===== src/rtl/ld_align.sv =====
`default_nettype none
// ============================================================================
// Module   : ld_align
// Brief    : Load-return stage: tracks issued beats, merges split accesses,
//            extracts the addressed byte/half/word and extends it.
// Revision : 1.0  initial release
// ============================================================================

`ifndef MA_LEN_1B
`define MA_LEN_1B 2'd0
`endif
`ifndef MA_LEN_2B
`define MA_LEN_2B 2'd1
`endif
`ifndef MA_LEN_4B
`define MA_LEN_4B 2'd2
`endif

module ld_align #(
  parameter int RD_LAT = 1
) (
  input  logic        clk,
  input  logic        rst,
  input  logic        flush,
  input  logic        iss_load,
  input  logic        iss_second,
  input  logic [1:0]  iss_len,
  input  logic [1:0]  iss_off,
  input  logic        iss_unsigned,
  input  logic [31:0] mem_rdata,
  output logic        ld_valid,
  output logic [31:0] ld_data,
  output logic        ld_err
);

  typedef struct packed {
    logic       sec;
    logic [1:0] len;
    logic [1:0] off;
    logic       uns;
  } beat_t;

  typedef enum logic [0:0] {
    ST_IDLE = 1'b0,
    ST_HOLD = 1'b1
  } state_t;

  logic [RD_LAT-1:0] r_pv;
  beat_t             r_pb [RD_LAT];
  state_t            r_state;
  state_t            w_state_nxt;
  logic [31:0]       r_hold;
  logic [1:0]        r_hlen;
  logic [1:0]        r_hoff;
  logic              r_huns;

  logic              w_ret_v;
  beat_t             w_ret;
  logic              w_mis;
  logic              w_emit;
  logic              w_err;
  logic              w_hold_ld;
  logic [31:0]       w_hi;
  logic [31:0]       w_lo;
  logic [1:0]        w_len;
  logic [1:0]        w_off;
  logic              w_uns;
  logic [31:0]       w_sh;
  logic [31:0]       w_ext;

  // Valid bits need reset/flush; the attribute payload only matters where valid is set.
  always_ff @(posedge clk or posedge rst) begin
    if (rst) begin
      r_pv <= '0;
    end else if (flush) begin
      r_pv <= '0;
    end else begin
      r_pv[0] <= iss_load;
      for (int i = 1; i < RD_LAT; i++) begin
        r_pv[i] <= r_pv[i-1];
      end
    end
  end

  always_ff @(posedge clk) begin
    r_pb[0] <= {iss_second, iss_len, iss_off, iss_unsigned};
    for (int i = 1; i < RD_LAT; i++) begin
      r_pb[i] <= r_pb[i-1];
    end
  end

  assign w_ret_v = r_pv[RD_LAT-1];
  assign w_ret   = r_pb[RD_LAT-1];
  assign w_mis   = ((w_ret.len == `MA_LEN_2B) && (w_ret.off == 2'd3)) ||
                   ((w_ret.len == `MA_LEN_4B) && (w_ret.off != 2'd0));

  always_comb begin
    w_state_nxt = r_state;
    w_emit      = 1'b0;
    w_err       = 1'b0;
    w_hold_ld   = 1'b0;
    w_hi        = 32'b0;
    w_lo        = mem_rdata;
    w_len       = w_ret.len;
    w_off       = w_ret.off;
    w_uns       = w_ret.uns;
    if (flush) begin
      w_state_nxt = ST_IDLE;
    end else if (w_ret_v) begin
      case (r_state)
        ST_IDLE: begin
          if (w_ret.sec) begin
            w_err = 1'b1;
          end else if (w_mis) begin
            w_hold_ld   = 1'b1;
            w_state_nxt = ST_HOLD;
          end else begin
            w_emit = 1'b1;
          end
        end
        ST_HOLD: begin
          if (w_ret.sec) begin
            // Second beat supplies the upper word; shape comes from the first beat.
            w_emit      = 1'b1;
            w_hi        = mem_rdata;
            w_lo        = r_hold;
            w_len       = r_hlen;
            w_off       = r_hoff;
            w_uns       = r_huns;
            w_state_nxt = ST_IDLE;
          end else begin
            w_err     = 1'b1;
            w_hold_ld = 1'b1;
          end
        end
        default: w_state_nxt = ST_IDLE;
      endcase
    end
  end

  always_comb begin
    w_sh = 32'({w_hi, w_lo} >> {w_off, 3'b000});
    case (w_len)
      `MA_LEN_1B: w_ext = {{24{~w_uns & w_sh[7]}}, w_sh[7:0]};
      `MA_LEN_2B: w_ext = {{16{~w_uns & w_sh[15]}}, w_sh[15:0]};
      default:    w_ext = w_sh;
    endcase
  end

  always_ff @(posedge clk or posedge rst) begin
    if (rst) begin
      ld_valid <= 1'b0;
      ld_err   <= 1'b0;
      ld_data  <= 32'b0;
      r_state  <= ST_IDLE;
      r_hold   <= 32'b0;
      r_hlen   <= 2'b0;
      r_hoff   <= 2'b0;
      r_huns   <= 1'b0;
    end else begin
      ld_valid <= w_emit;
      ld_err   <= w_err;
      r_state  <= w_state_nxt;
      if (w_emit) begin
        ld_data <= w_ext;
      end
      if (w_hold_ld) begin
        r_hold <= mem_rdata;
        r_hlen <= w_ret.len;
        r_hoff <= w_ret.off;
        r_huns <= w_ret.uns;
      end
    end
  end

endmodule

`default_nettype wire


===== config.mk =====
export PLATFORM = sky130hd
export DESIGN_NAME = ld_align
export DESIGN_NICKNAME = d
export VERILOG_FILES = /design/src/rtl/ld_align.sv
export SDC_FILE = /design/constraint.sdc
export NUM_CORES = 1
export LEC_CHECK = 0
export BUFFER_PORTS_ARGS = -buffer_cell sky130_fd_sc_hd__buf_2
export CAP_MARGIN = 40
export CORE_MARGIN = 2
export CORE_UTILIZATION = 33
export CTS_CLUSTER_SIZE = 8
export DETAILED_ROUTE_END_ITERATION = 10
export SLEW_MARGIN = 20
export SYNTH_ARGS = -nofsm -noshare
export SYNTH_HDL_FRONTEND = slang
export SYNTH_SLANG_ARGS = --single-unit

===== constraint.sdc =====
create_clock -name clk -period 4.75 [get_ports clk]
set_input_delay 0.475 -clock clk [delete_from_list [all_inputs] [get_ports clk]]
set_output_delay 0.475 -clock clk [all_outputs]
set_load 0.02 [all_outputs]

Word level (Yosys, flattened, before mapping) --
Memories as Yosys holds them, arrays and structs flattened. Cells that the tools add are included. Widths: inputs -> output; s select.
Word-level totals: register bits after elaboration 73, bits in writable memories 6, output and inout port bits 34, word-level logic and storage cells 64, memories 1
Operators by class: eq/ne operators 4, shift-type cells 1, muxes and demuxes 39, bitwise logic cells 4, reduce and logical (&&, ||, !) cells 6
Memories:
- r_pb | words 1, bits a word 6, read ports 1, clocked after memory_dff 0, wr ports 1, RTL line 49 | beat_t r_pb [RD_LAT];
Operator list (count):
- $mux 32 | 8
- $pmux 32 s2 | 1
- $shr 64x5->32 | 1
- $mux 1 | 19
- $mux 2 | 8
- $pmux 1 s2 | 3
- $eq 2x1->1 const B | 2
- $eq 2x2->1 const B | 2
- $reduce_bool 2->1 | 2
- $and 1x1->1 | 2
- $logic_and 1x1->1 | 2
- $logic_not 2->1 | 1
- $not 1->1 | 2
- $logic_or 1x1->1 | 1

Depth between registers and ports, before layout --
Gate-level depths: netlist (run 1).
word-level depth 8, mapped depth 8

Worst setup path after synthesis (run 1) --
No wires, ideal clock.
path kind in2reg, start in flush, end reg ld_data[23], library setup time 0.121 ns, arrival time 1.993 ns, data required time 4.629 ns, path slack 2.636 ns, stages on the path 7, path buffers 2, cells stage by stage nand4b_1 -> buf_4 -> mux2i_2 -> mux2i_1 -> o221ai_4 -> buf_6 -> o22a_1
Between the ends: word-level cells in the longest chain between the ends 4, elaborated cells on any way between the ends 13, classes of those cells eq/ne (1); shift (1); mux (7); bitwise (3); reduce/logical (1)
RTL lines:
- start: declaration | RTL line 24 | input logic flush,
- $mux 32 (tied with other cells) | RTL line 107 | if (flush) begin
- $shr 64x5->32 / $not 1->1 (equally long branches) | RTL line 142, 144, 145
- $and 1x1->1 (on tied branches) | RTL line 145, 144
- $pmux 32 s2 | RTL line 143 | case (w_len)
- end signal: assignment | RTL line 165 | ld_data <= w_ext;
- end: declaration | RTL line 32 | output logic [31:0] ld_data,
Several ways; a longest one is shown, not always the timed one. A chain may end at the register's enable or synchronous reset.

Worst setup path after layout (run 1) --
start reg r_state, end reg ld_data[19]
Between the ends: word-level cells in the longest chain between the ends 6, elaborated cells on any way between the ends 26, classes of those cells eq/ne (1); shift (1); mux (19); bitwise (4); reduce/logical (1)
RTL lines:
- start: declaration | RTL line 50 | state_t r_state;
- start signal: assignment | RTL line 163 | r_state <= w_state_nxt;
- $mux 32 (tied with other cells) | RTL line 110 | case (r_state)
- $mux 32 (tied with other cells) | RTL line 109 | end else if (w_ret_v) begin
- $mux 32 (tied with other cells) | RTL line 107
- $shr 64x5->32 / $not 1->1 (equally long branches) | RTL line 142, 144, 145
- $and 1x1->1 (on tied branches) | RTL line 145, 144
- $pmux 32 s2 | RTL line 143
Several ways; a longest one is shown, not always the timed one.

==> results.json, run 1 <==
{
  "p_int_mw": 1.67,
  "cp.depth": 6,
  "cts_max_level": 3,
  "fp.dieArea_sq_um": 14800,
  "wl_microns": 12400,
  "overflow": 0,
  "hpwl_microns": 8450,
  "end_kind": "register",
  "clockBufferDepth": 2,
  "vias": 3611,
  "worstMarginPinSlew_ns": 0.842,
  "power-per-cell-area_nw_per_um2": 442,
  "power_switching_mw": 0.745,
  "peakVddDrop_uv": 225,
  "seq_area_sq_um": 1950,
  "hold_class": "primary input to asynchronous set/reset pin",
  "slew_violations": 0,
  "crit_chain": "nand4b_1 -> buf_4 -> mux2i_4 -> nand4_1 -> o221ai_4 -> o22a_1",
  "p_seq_share_pct": 39.8,
  "start_util_pct": 33.3,
  "tns_ns": 0,
  "ys_async_sr_fraction_pct": 92.4,
  "hold_viol": 0,
  "cts_made_buffers": 9,
  "p_leak_nw": 2.38,
  "syn2layout_area_growth_pct": 19.6,
  "combPwrFrac_pct": 26.9,
  "drt_iter0_markers": 185,
  "grt_pass1_wl_microns": 19900,
  "via_per_inst": 5.40,
  "ys_seq_area_share_pct": 42.6,
  "cts_setup_buffers": 0,
  "crit_path_max_fanout": 27,
  "io_buffer_count": 75,
  "cap_violations": 0,
  "synth.avg_cell_area_sq_um": 10.8,
  "critPathKind": "register to register",
  "cts-resized-gates": 0,
  "core_area_sq_um": 13700,
  "sw_frac_of_total_pct": 30.8,
  "arrival_ns": 3.01,
  "yosys_most_used_dff": "dfrtp_1",
  "finalSetupViolCount": 0,
  "grt_pass1_vias": 3688,
  "antenna_found_initial": 0,
  "r2r_cells": 6,
  "yosysWarnings": 0,
  "num_rows": 43,
  "clock-skew-final_ns": 0.00783,
  "critPathRequiredTime_ns": 5.03,
  "reg2reg_to": "ld_data[19]",
  "synth_cell_types": 36,
  "drive_above_1_share_pct": 32.3,
  "wire_per_inst_microns": 18.6,
  "ant_nets": 0,
  "slew_headroom_pct": 43.9,
  "fin_cells": 669,
  "clk_pin_slew_worst_paths_ns": 0.06,
  "synth_nets": 466,
  "drt_pass1_iterations": 4,
  "synth_seq_cells": 79,
  "num_io_pins": 76,
  "outcome": "completed",
  "root_buffer": "clkbuf_16",
  "r2r_start": "r_state",
  "cts_sinks": 79,
  "drc": 0,
  "clkLatencyLatePin_ns": 0.34,
  "gp_congestion": 0.857,
  "n_fill_cell": 1331,
  "start_kind": "register",
  "syn_inst": 424,
  "dp_cells": 653,
  "fin_crit_sh_pct": 57.6,
  "crit_buf_inv": 1,
  "grtUsageTotal_pct": 17.6,
  "die_h_microns": 122,
  "reg2reg_slack_ns": 2.02,
  "grt_max_degree": 44,
  "die_x_microns": 122,
  "crit_start": "r_state",
  "cts_tree": "yes",
  "rsz0062_at_grt": "no",
  "synth_edf_count": 0,
  "crit_path_end": "ld_data[19]",
  "cpPeakStageDelay_ns": 0.65,
  "fmax_mhz": 366,
  "finalNetCount": 526,
  "ctsHoldBuffers": 0,
  "antenna_cells": 0,
  "synth_area_sq_um": 4570,
  "cp_slowest_cell": "mux2i_4",
  "multi_input_area_sq_um": 2480,
  "critPathTopFamily": "compound AO/OA/AOI/OAI gates",
  "p_clk_share_pct": 33.2,
  "fin_crit_ns": 2.73
}
## layout make-up
type | instances | area share [%]
flip-flops and latches | 79 | 35.6
clock buffers | 13 | 4.57
multi-input cells | 309 | 45.3
well taps | 180 | 4.12
repair buffers | 84 | 8.69
inverters | 1 | 0.0686
clock inverters | 3 | 1.65
## flip-flops by register name, indices dropped and copies added (netlist names)
signal	count
r_huns	1
ld_valid	1
r_hlen	2
r_hold	32
ld_data	32
r_pb	6
ld_err	1
r_pv	1
r_hoff	2
r_state	1
## cells in the mapped netlist, types with 2 or more instances
cell type,number,share of area (%)
mux2i_1,77,17
o21ai_0,3,0.33
dfrtp_1,73,40
nand2_1,34,2.8
nor2b_1,8,1.1
a32o_1,7,1.5
dfxtp_1,6,2.6
nor3_1,2,0.22
nor2_1,17,1.4
nand3b_1,4,0.66
buf_2,16,1.8
a211oi_1,7,1.1
nand2b_1,11,1.5
buf_1,2,0.16
nand3_1,20,2.2
a21oi_1,31,3.4
clkbuf_1,15,1.2
o22a_1,24,4.6
mux2_2,50,12
## per-stage QoR
stage / hold WS [ns] / cell area (sq um) / total power [mW] / utilization (%) / worst slack, ns
after floorplan: 0.462 / 4570 / 1.42 / - / 2.42
after global placement: 0.477 / 5080 / 1.60 / 37.1 / 1.73
after detailed placement: 0.457 / 5130 / 1.63 / 37.4 / 1.85
after CTS: 0.0871 / 5470 / 2.43 / 39.9 / 2.02
after global routing: 0.111 / 5470 / 2.54 / 39.9 / 1.81
final: 0.0880 / 5470 / 2.42 / 39.9 / 2.02
## placed cells by master (no fill, tap or decap), types with 3 or more instances in the layout
cell	synthesis	layout
mux2i_1	77	77
buf_2	16	75
dfrtp_1	73	72
mux2_2	50	50
nand2_1	34	34
a21oi_1	31	31
o22a_1	24	24
nand3_1	20	20
nor2_1	17	17
nand2b_1	11	11
clkbuf_16	0	9
nor2b_1	8	8
a211oi_1	7	7
a32o_1	7	7
buf_4	1	7
dfxtp_1	6	5
nand3b_1	4	4
o21ai_0	3	3
bufinv_16	0	3
clkbuf_1	15	3
## how the worst min path moves through the flow
| stage | startpoint | to | slack (ns) |
|---|---|---|---|
| floorplan | r_pb[0][0] | r_huns | 0.46 |
| global placement | r_pb[0][0] | r_huns | 0.48 |
| detailed placement | rst | ld_data[2] | 0.46 |
| CTS | rst | ld_data[2] | 0.09 |
| global route | rst | ld_data[2] | 0.11 |
| finish | rst | ld_data[2] | 0.09 |
## cells by family after synthesis
group           Yosys count  share of synthesized area, %
xor+xnor                  1                         0.192
flops                    79                          42.6
compound gates           78                          12.6
buf+inv                  36                          3.64
mux                     130                          30.5
simple gates            100                          10.5
## power groups by stage
stage	clock [mW]	sequential [mW]	combinational (mW)
after floorplan	0	1.02	0.395
after global routing	0.845	0.986	0.709
after detailed placement	0	0.974	0.654
after CTS	0.814	0.963	0.657
after global placement	0	0.970	0.633
final	0.803	0.963	0.651
## routing by layer
| metal | track usage [%] | wire (microns) | vias up |
|---|---|---|---|
| met5 | 0 | 0 | - |
| met4 | 6.47 | 349 | 0 |
| met3 | 4.35 | 534 | 23 |
| met2 | 27.8 | 5740 | 104 |
| met1 | 23.4 | 5800 | 1804 |
| li1 | - | - | 1680 |
Power figures use the tool's default switching activity.
==> inputs of run 2 (changes only) <==
clock period = 2.46 ns   (was 4.75 ns; I/O delays follow)
==> run 2 against run 1 <==
Power grew 90%; critical path type unchanged; sequential power grew 92%; critical endpoint is now ld_data[20]; die area is the same; register-to-register slack lost 1.7 ns; highest routed layer unchanged.
==> results.json, run 2 (synthesis results as in run 1) <==
{
  "worstMarginPinSlew_ns": 0.574,
  "critPathKind": "register to register",
  "overflow": 0,
  "die_h_microns": 122,
  "reg2reg_slack_ns": 0.30,
  "num_rows": 43,
  "end_kind": "register",
  "grtUsageTotal_pct": 17.1,
  "fin_area_sq_um": 5570,
  "layout_commonest_cell": "mux2i_1",
  "grt_pass1_vias": 3647,
  "crit_path_max_fanout": 26,
  "peakVddDrop_uv": 439,
  "num_io_pins": 76,
  "drt_iter0_markers": 212,
  "p_int_mw": 3.14,
  "combPwrFrac_pct": 28.5,
  "finalNetCount": 539,
  "power_switching_mw": 1.46,
  "drive_above_1_share_pct": 33.3,
  "seq_area_sq_um": 1950,
  "cts_max_level": 3,
  "fin_crit_sh_pct": 87.9,
  "start_kind": "register",
  "clk_pin_slew_worst_paths_ns": 0.06,
  "io_buffer_count": 75,
  "whs_endpoint": "r_pv",
  "cts-resized-gates": 0,
  "via_per_inst": 5.23,
  "r2r_start": "r_pb[0][5]",
  "grt_max_degree": 52,
  "finalSetupViolCount": 0,
  "reg2reg_to": "ld_data[20]",
  "fp.dieArea_sq_um": 14800,
  "fmax_mhz": 462,
  "syn2layout_area_growth_pct": 21.9,
  "antenna_found_initial": 0,
  "power-per-cell-area_nw_per_um2": 825,
  "hp-start": "flush",
  "multi_input_area_sq_um": 2480,
  "cap_violations": 0,
  "cts_tree": "yes",
  "die_x_microns": 122,
  "hpwl_microns": 8520,
  "start_util_pct": 33.3,
  "p_seq_share_pct": 40.1,
  "rsz0062_at_grt": "no",
  "n_fill_cell": 1326,
  "grt_pass1_wl_microns": 19400,
  "reg_top3": "ld_data: 32 flops, r_hold: 32 flops, r_pb: 6 flops",
  "tns_ns": 0,
  "p_leak_nw": 2.43,
  "clockBufferDepth": 2,
  "arrival_ns": 2.39,
  "drc": 0,
  "wire_per_inst_microns": 17.6,
  "antenna_cells": 0,
  "finalCoreUtilization_pct": 40.6,
  "slew_headroom_pct": 61.7,
  "wl_microns": 12000,
  "ctsHoldBuffers": 7,
  "root_buffer": "clkbuf_16",
  "slew_violations": 0,
  "vias": 3569,
  "critPathRequiredTime_ns": 2.69,
  "hold_depth": 2,
  "sw_frac_of_total_pct": 31.7,
  "clkLatencyLatePin_ns": 0.35,
  "core_area_sq_um": 13700,
  "mostFrequentLayoutCells": "mux2i_1, buf_2, dfrtp_1",
  "hold_viol": 0,
  "ant_nets": 0,
  "p_clk_share_pct": 31.4,
  "hold_class": "primary input to register",
  "place_area_sq_um": 5180,
  "outcome": "completed",
  "r2r_cells": 7,
  "clock-skew-final_ns": 0.00903,
  "cts_setup_buffers": 0,
  "cts_made_buffers": 9,
  "drt_pass1_iterations": 4,
  "gp_congestion": 0.816,
  "cts_sinks": 79,
  "place_ws_ns": 0.303,
  "setup_ws_ns": 0.298,
  "fin_crit_ns": 2.16
}
[run 2: cell count changes in the layout (fill, tap and decap cells not counted), sizes merged]
cell / change
buf: +6
bufinv: -1
clkbuf: -3
clkinv: +4
dlygate4sd3: +7
[run 2: worst max path at each step]
stage / end / slack (ns) / from
after global placement: ld_data[29] / 0.38 / r_pb[0][5]
after CTS: ld_data[17] / 0.29 / r_pb[0][5]
after global routing: ld_data[31] / 0.14 / r_pb[0][5]
final: ld_data[20] / 0.30 / r_pb[0][5]
after detailed placement: ld_data[17] / 0.30 / r_pb[0][5]
after floorplan: ld_data[0] / 0.36 / rst
[run 2: final cells by class]
type / count / area share [%]
timing repair buffer: 97 / 10.7
sequential: 79 / 35.0
multi-input combinational: 309 / 44.4
tap: 180 / 4.04
clock buffer: 10 / 4.29
clock inverter: 6 / 1.50
inverter: 1 / 0.0673
[run 2: stage by stage]
step | cells | hold WS (ns) | power [mW]
after floorplan | 424 | 0.274 | 2.73
after global placement | 659 | 0.336 | 3.15
after detailed placement | 659 | 0.343 | 3.19
after CTS | 682 | 0.0986 | 4.65
after global routing | 682 | 0.106 | 4.85
final | 682 | 0.109 | 4.60
[run 2: power by group through the flow]
stage               Sequential [mW]  Combinational (mW)  Clock (mW)
finish                         1.85                1.31        1.44
global route                   1.88                1.43        1.54
CTS                            1.85                1.33        1.47
detailed placement             1.87                1.32           0
global placement               1.86                1.29           0
floorplan                      1.97               0.763           0
[run 2: per-layer routing]
layer  vias up  global-route usage, %  share of wire, %
li1       1698                      -                 -
met1      1763                   23.3                46
met2        93                   26.7                47
met3        15                   3.93               5.6
met4         0                   6.47               1.9
met5         -                      0                 0
[run 2: worst max-delay path: stages (launching register included)]
cell and delay (ns):
dfxtp_1 0.46, nand4b_1 0.21, buf_4 0.30, mux2i_1 0.16, mux2i_1 0.39, o221ai_4 0.15
buf_4 0.21, o22a_1 0.18
